[src/rtl/boot_sched_if.sv]
//------------------------------------------------------------------------------
// Module      : boot_sched_if
// Description : Request/status bundle between warm-boot requesters and the
//               boot scheduler. The master side drives requests, the slave
//               side (boot_sched) returns acks and the SB_WARMBOOT controls.
// Revision    : 1.0 - initial release
//------------------------------------------------------------------------------
`timescale 1ns/1ps
`default_nettype none

interface boot_sched_if #(
  parameter int N_REQ = 3
);
  logic [N_REQ-1:0]   req_valid;
  logic [2*N_REQ-1:0] req_sel;
  logic [N_REQ-1:0]   req_defer;
  logic               cancel;
  logic               wdt_kick;
  logic [N_REQ-1:0]   req_ack;
  logic               busy;
  logic               wdt_fired;
  logic [1:0]         wb_sel;
  logic               wb_boot;

  modport master (
    output req_valid, req_sel, req_defer, cancel, wdt_kick,
    input  req_ack, busy, wdt_fired, wb_sel, wb_boot
  );

  modport slave (
    input  req_valid, req_sel, req_defer, cancel, wdt_kick,
    output req_ack, busy, wdt_fired, wb_sel, wb_boot
  );
endinterface

`default_nettype wire

[src/rtl/boot_sched.sv]
//------------------------------------------------------------------------------
// Module      : boot_sched
// Description : Arbitrates ice40 warm-boot requests, latches the granted image
//               select, optionally defers the boot, then holds S1/S0 stable
//               for one cycle before raising BOOT (terminal until reset).
//               Optional watchdog enabled by defining BOOT_SCHED_WDT_EN.
// Revision    : 1.0 - initial release
//------------------------------------------------------------------------------
`timescale 1ns/1ps
`default_nettype none

module boot_sched #(
  parameter int         N_REQ   = 3,
  parameter int         DELAY_W = 16,
  parameter int         DELAY   = 40000,
  parameter int         WDT_W   = 24,
  parameter logic [1:0] WDT_SEL = 2'b00
) (
  input  wire logic     clk,
  input  wire logic     rst,
  boot_sched_if.slave   bus
);

  localparam logic [1:0] ST_IDLE  = 2'd0;
  localparam logic [1:0] ST_WAIT  = 2'd1;
  localparam logic [1:0] ST_SETUP = 2'd2;
  localparam logic [1:0] ST_FIRE  = 2'd3;

  localparam logic [DELAY_W-1:0] C_DELAY = DELAY_W'(DELAY);

  logic [1:0]         state_q, state_d;
  logic [DELAY_W-1:0] cnt_q, cnt_d;
  logic [N_REQ-1:0]   ack_q, ack_d;
  logic [1:0]         sel_q, sel_d;
  logic               boot_q, boot_d;
  logic               fired_q, fired_d;

  logic [N_REQ-1:0]   gnt_oh;
  logic [1:0]         gnt_sel;
  logic               gnt_defer;
  logic               any_req;
  logic               wdt_req;

  // Fixed priority: lowest-index valid requester wins
  always_comb begin
    gnt_oh    = '0;
    gnt_sel   = 2'b00;
    gnt_defer = 1'b0;
    for (int i = N_REQ - 1; i >= 0; i--) begin
      if (bus.req_valid[i]) begin
        gnt_oh    = '0;
        gnt_oh[i] = 1'b1;
        gnt_sel   = bus.req_sel[2*i +: 2];
        gnt_defer = bus.req_defer[i];
      end
    end
  end

  assign any_req = |bus.req_valid;

`ifdef BOOT_SCHED_WDT_EN
  logic             armed_q;
  logic [WDT_W-1:0] wdt_q;

  // Watchdog arms on the first kick, counts only while idle, clears on kick
  always_ff @(posedge clk or posedge rst) begin
    if (rst) begin
      armed_q <= 1'b0;
      wdt_q   <= '0;
    end else if (bus.wdt_kick) begin
      armed_q <= 1'b1;
      wdt_q   <= '0;
    end else if (armed_q && (state_q == ST_IDLE)) begin
      wdt_q   <= wdt_q + WDT_W'(1);
    end
  end

  assign wdt_req = (state_q == ST_IDLE) && wdt_q[WDT_W-1];
`else
  logic [WDT_W-1:0] unused_wdt;

  assign unused_wdt = {WDT_W{bus.wdt_kick}};
  assign wdt_req    = 1'b0;
`endif

  // Next-state: grant, optional defer countdown, one SETUP cycle, then FIRE
  always_comb begin
    state_d = state_q;
    cnt_d   = cnt_q;
    ack_d   = '0;
    sel_d   = sel_q;
    boot_d  = boot_q;
    fired_d = fired_q;
    case (state_q)
      ST_IDLE: begin
        if (wdt_req) begin
          // Watchdog outranks every requester and is never deferred
          sel_d   = WDT_SEL;
          fired_d = 1'b1;
          state_d = ST_SETUP;
        end else if (any_req) begin
          sel_d = gnt_sel;
          ack_d = gnt_oh;
          if (gnt_defer) begin
            cnt_d   = C_DELAY;
            state_d = ST_WAIT;
          end else begin
            state_d = ST_SETUP;
          end
        end
      end
      ST_WAIT: begin
        // Cancel wins over expiry; the counter saturates at zero
        if (bus.cancel) begin
          state_d = ST_IDLE;
        end else if (cnt_q == '0) begin
          state_d = ST_SETUP;
        end else begin
          cnt_d = cnt_q - DELAY_W'(1);
        end
      end
      ST_SETUP: begin
        state_d = ST_FIRE;
        boot_d  = 1'b1;
      end
      default: begin
        boot_d = 1'b1;
      end
    endcase
  end

  // State and output registers
  always_ff @(posedge clk or posedge rst) begin
    if (rst) begin
      state_q <= ST_IDLE;
      cnt_q   <= '0;
      ack_q   <= '0;
      sel_q   <= 2'b00;
      boot_q  <= 1'b0;
      fired_q <= 1'b0;
    end else begin
      state_q <= state_d;
      cnt_q   <= cnt_d;
      ack_q   <= ack_d;
      sel_q   <= sel_d;
      boot_q  <= boot_d;
      fired_q <= fired_d;
    end
  end

  assign bus.req_ack   = ack_q;
  assign bus.busy      = (state_q != ST_IDLE);
  assign bus.wdt_fired = fired_q;
  assign bus.wb_sel    = sel_q;
  assign bus.wb_boot   = boot_q;

endmodule

`default_nettype wire

[src/flat_wrapper.sv]
// flat-port wrapper written by rule: the top's interface ports become plain ports
module boot_sched_flat 
#(
  parameter int         N_REQ   = 3,
  parameter int         DELAY_W = 16,
  parameter int         DELAY   = 40000,
  parameter int         WDT_W   = 24,
  parameter logic [1:0] WDT_SEL = 2'b00
)
  (clk, rst, bus_req_valid, bus_req_sel, bus_req_defer, bus_cancel, bus_wdt_kick, bus_req_ack, bus_busy, bus_wdt_fired, bus_wb_sel, bus_wb_boot);
  boot_sched_if #(.N_REQ(N_REQ)) bus_i ();
  input  wire logic clk;
  input  wire logic rst;
  input wire logic [$bits(bus_i.req_valid)-1:0] bus_req_valid;
  input wire logic [$bits(bus_i.req_sel)-1:0] bus_req_sel;
  input wire logic [$bits(bus_i.req_defer)-1:0] bus_req_defer;
  input wire logic [$bits(bus_i.cancel)-1:0] bus_cancel;
  input wire logic [$bits(bus_i.wdt_kick)-1:0] bus_wdt_kick;
  output wire logic [$bits(bus_i.req_ack)-1:0] bus_req_ack;
  output wire logic [$bits(bus_i.busy)-1:0] bus_busy;
  output wire logic [$bits(bus_i.wdt_fired)-1:0] bus_wdt_fired;
  output wire logic [$bits(bus_i.wb_sel)-1:0] bus_wb_sel;
  output wire logic [$bits(bus_i.wb_boot)-1:0] bus_wb_boot;
  assign bus_i.req_valid = bus_req_valid;
  assign bus_i.req_sel = bus_req_sel;
  assign bus_i.req_defer = bus_req_defer;
  assign bus_i.cancel = bus_cancel;
  assign bus_i.wdt_kick = bus_wdt_kick;
  assign bus_req_ack = bus_i.req_ack;
  assign bus_busy = bus_i.busy;
  assign bus_wdt_fired = bus_i.wdt_fired;
  assign bus_wb_sel = bus_i.wb_sel;
  assign bus_wb_boot = bus_i.wb_boot;
  boot_sched #(.N_REQ(N_REQ), .DELAY_W(DELAY_W), .DELAY(DELAY), .WDT_W(WDT_W), .WDT_SEL(WDT_SEL)) u_core (.clk(clk), .rst(rst), .bus(bus_i));
endmodule
[config.mk]
export PLATFORM = sky130hd
export DESIGN_NAME = boot_sched_flat
export DESIGN_NICKNAME = d
export VERILOG_FILES = /design/src/rtl/boot_sched_if.sv /design/src/rtl/boot_sched.sv /design/src/flat_wrapper.sv
export SDC_FILE = /design/constraint.sdc
export NUM_CORES = 1
export LEC_CHECK = 0
export BUFFER_PORTS_ARGS = -buffer_cell sky130_fd_sc_hd__buf_4
export CAP_MARGIN = 10
export CORE_MARGIN = 2
export CORE_UTILIZATION = 63
export CTS_BUF_LIST = sky130_fd_sc_hd__clkbuf_2
export DETAILED_ROUTE_END_ITERATION = 8
export PLACE_DENSITY = 0.92
export SLEW_MARGIN = 30
export SYNTH_ARGS = -nofsm -noshare
export SYNTH_HDL_FRONTEND = slang
export SYNTH_SLANG_ARGS = --single-unit
[constraint.sdc]
create_clock -name clk -period 4.9 [get_ports clk]
set_clock_uncertainty 0.2 [all_clocks]
set_input_delay 0.49 -clock clk [delete_from_list [all_inputs] [get_ports clk]]
set_output_delay 0.49 -clock clk [all_outputs]
set_load 0.01 [all_outputs]
# [Word level (Yosys, flattened, before mapping)]
# Index checks and enable logic that the tools add are counted.
[op_classes] n_addsub=1 eq_ne=7 muxes=21 n_reduce_logical=10
[ops] op="$mux W16" n=4
[ops] op="$pmux W16 S2" n=1
[ops] op="$logic_not A16 Y1" n=1
[ops] op="$sub A16 B1 Y16 const B" n=1
[ops] op="$mux W3" n=5
[ops] op="$mux W2" n=7
[ops] op="$pmux W2 S3" n=1
[ops] op="$reduce_and A5 Y1" n=1
[ops] op="$ne A2 B1 Y1 const B" n=2
[ops] op="$ne A2 B2 Y1 const B" n=2
[ops] op="$reduce_bool A2 Y1" n=2
[ops] op="$mux W1" n=3
[ops] op="$ne A3 B2 Y1 const B" n=1
[ops] op="$reduce_and A3 Y1" n=1
[ops] op="$reduce_bool A3 Y1" n=1
[ops] op="$reduce_or A3 Y1" n=1
[ops] op="$eq A2 B1 Y1 const B" n=1
[ops] op="$eq A2 B2 Y1 const B" n=1
[ops] op="$logic_not A2 Y1" n=1
[ops] op="$reduce_and A2 Y1" n=1
[ops] op="$reduce_or A2 Y1" n=1
[word_totals] regBits=24 output_inout_bits=8

# [Depth between registers and ports, before layout]
[logic_depth] ltp_word=6 depth_mapped=7 ltp_nobuf=7

# [Least setup slack after synthesis]
# No wires, ideal clock.
[synth_timing] path_type="reg2reg" start="register u_core.cnt_q[0]" end="register u_core.state_q[0]" setup_ns=0.125 t_arrival_ns=1.974 required_time_ns=4.575 path_slack_ns=2.601 stages_incl_launch_ff=8 path_buffers=0 path_cell_list="dfrtp_1 inv_1 ha_1 or3b_2 nor4_4 nor2_2 a211o_2 mux2_4"
[synth_between] elab_chain_cells=3
[synth_rtl] item="start: declaration" line_no="boot_sched.sv:32" source="logic [DELAY_W-1:0] cnt_q, cnt_d;"
[synth_rtl] item="start signal: assignment" line_no="boot_sched.sv:143" source="cnt_q <= cnt_d;"
[synth_rtl] item="$logic_not A16 Y1" line_no="boot_sched.sv:116" source="end else if (cnt_q == '0) begin"
[synth_rtl] item="$ne A3 B2 Y1 (no source line)"
[synth_rtl] item="$reduce_and A3 Y1 (no source line)"
[synth_rtl] item="end signal: assignment" line_no="boot_sched.sv:142" source="state_q <= state_d;"
[synth_rtl] item="end: declaration" line_no="boot_sched.sv:31" source="logic [1:0] state_q, state_d;"
# No other way between the ends.
# A chain may end at the register's enable or synchronous reset.

# [Final worst setup path]
# Same ends and word-level chain as after synthesis.

==> results.ini <==
[synthesis]
synth.top_cells.by_area=dfrtp_1 39%, nand2_1 4.4%, a31oi_1 4.1%
ys_ff_latch=24
syn_inst=172
netlist.area_leader.share=0.390
post-synth-top-area-cell=dfrtp_1
netlist_area_um2=1540
synth_nets=193
synth.distinct_cells=44
synth_edf_count=0
yosysWarningCount=0
syn-mean-instance-area_um2=8.96
yosysSeqAreaShare=0.390
synthArstFlopShare=1.00
synth_top_flop_cell=dfrtp_1

[detailed_routing]
drc=0
drtPass1Iterations=4
detail_route.wl_per_cell_um=15.2
wl_mm=3.32
drtIter0Drc=37
vias_per_cell=6.22
ant_nets=0
num_vias=1357

[cts]
clockBufferDepth=2
cts_resized=0
root_buffer=clkbuf_2
cts_sinks=24
worstSkewPairLatency_ps=360
tritoncts=yes
clk_pin_slew_ps=230
cts_buffers=3
h-tree-depth=1

[power]
peakVddDrop_mv=0.480
power.density_nw_per_um2=510
clockPowerShare=0.091
p_leak_uw=0.000745
power_frac_comb=0.549
switching_share=0.452
intPower_uw=478
seqPwrFrac=0.359
power.switching_uw=395

[floorplanning]
die_h_um=53.5
rows=17
initial_core_util=0.684
pin_count=24
die_x_um=53.5
die_area_um2=2860
coreArea_um2=2250

[grt]
overflow=0
grt_max_degree=25
grt_use_total=0.276
grt_pass1_wl_mm=5.64
first_global_vias=1235
antenna_found_initial=0

[timing]
final-max-slew-violation-count=0
hold_ws_ps=123
report.final.hold_viol_count=0
post-route-period-util=0.524
setup_violations=0
finalSetupTns_ps=0
fmaxAchievable_mhz=390
period_minus_slack_ps=2570
rsz0062_at_grt=false
worst_slew_margin_rel=0.455
tightest_slew_ps=810

[setup_path]
start_kind=flip-flop
cp_data_required_time_ps=4970
critPathKind=reg -> reg
end_kind=flip-flop
arrival_ps=2630
worst-path-max-fanout=6

[job]
max_cap_viol_count=0

[layout]
diodes=0
layout-drive-gt1-share=0.211
seq_area_um2=601
final_cell_mix=24 x dfrtp_1, 22 x buf_4, 18 x nand2_1
final_nets=212
layout_commonest_cell=dfrtp_1
fill_cells=170
synthToLayoutAreaGrowth_pct=11.0
multiInputGateArea_um2=845
post-route-util=0.759

[run_status]
status=completed

[worst_hold_path]
hp-class=in -> reg

[place]
dp_hpwl_mm=2.38
gp_congestion=0.867
io_buffers=21

## synth_stat cells (4+ instances only)
cell / instances
dfrtp_1: 24
nand2_1: 18
a21oi_1: 12
nor2_1: 12
a31oi_1: 10
inv_1: 10
nor3_1: 10
o21ai_0: 7
a22o_1: 5
ha_1: 5
nand2b_1: 5
nand4_1: 4
nor4_1: 4
## stage by stage
step           total power (µW)  instances  worst slack, ps  area (µm²)
6_report                    872        218             2330        1710
2_1_floorplan               673        172             2600        1540
5_1_grt                     942        218             2200        1710
3_5_place_dp                786        213             2410        1680
3_3_place_gp                759        213             2480        1680
4_1_cts                     864        217             2360        1700
## flip-flops by register name, indices dropped and copies added (netlist names)
name,flops
u_core.bus.req_ack,3
u_core.bus.wb_boot,1
u_core.bus.wb_sel,2
u_core.cnt_q,16
u_core.state_q,2
## area by class of cell
type / instances / share of cell area
clock buffer: 3 / 0.00877
clock inverter: 1 / 0.00219
inverter: 10 / 0.0219
timing repair buffer: 23 / 0.102
multi-input combinational: 129 / 0.493
tap: 28 / 0.0205
sequential: 24 / 0.351
## kinds of logic (layout without fill, tap and decap cells)
| family | count (synthesis) | in the layout | synth area share |
|---|---|---|---|
| buffers and inverters | 19 | 37 | 0.0625 |
| adders and majority gates | 5 | 5 | 0.0406 |
| AOI/OAI and AO/OA | 47 | 47 | 0.200 |
| other | 1 | 1 | 0.00243 |
| and+or+nand+nor | 71 | 71 | 0.264 |
| DFF | 24 | 24 | 0.390 |
| muxes | 5 | 5 | 0.0406 |
## what timing repair did
| action | CTS | global route |
|---|---|---|
| hold buffers | 0 | 1 |
| buffers inserted | 0 | 0 |
| endpoints found under the setup margin | 0 | 0 |
| hold endpoints to repair | 0 | 24 |
## power by group through the flow
stage                     Sequential, µW  Combinational, µW  Clock [µW]
final                                314                479        79.7
after CTS                            311                474        79.7
after global placement               307                452           0
after floorplan                      302                371           0
after global routing                 321                533        87.4
after detailed placement             315                471           0
## layer usage
layer	share of wire	track usage	up-vias	routed length, µm
met5	0	0	-	0
met3	0.077	0.0452	5	255
li1	-	-	669	-
met1	0.42	0.369	626	1400
met2	0.48	0.440	57	1610
met4	0.015	0.111	0	49
## path summary, 6_finish.rpt
check                                               start  cells past startpoint  slack (ps)                               to
max                           u_core.cnt_q[0]$_DFFE_PP0P_                      7        2330    u_core.state_q[0]$_DFFE_PP0P_
min                                      bus_req_valid[0]                      2         120  u_core.bus.req_ack[1]$_DFF_PP0_
max reg2reg                   u_core.cnt_q[0]$_DFFE_PP0P_                      7        2330    u_core.state_q[0]$_DFFE_PP0P_
min reg2reg                u_core.bus.wb_boot$_DFFE_PP0N_                      1         310   u_core.bus.wb_boot$_DFFE_PP0N_
max in group asynchronous                             rst                      3        3680      u_core.cnt_q[5]$_DFFE_PP0P_
min in group asynchronous                             rst                      3         470     u_core.cnt_q[14]$_DFFE_PP0P_
## critical path, cell delays in order, from the launching register on
cell and delay [ps]:
dfrtp_1 440, inv_1 80, ha_1 280, or3b_2 500
nor4_4 260, nor2_2 80, a211o_2 340, mux2_4 300
No activity file was read; power rests on OpenSTA's default activity.
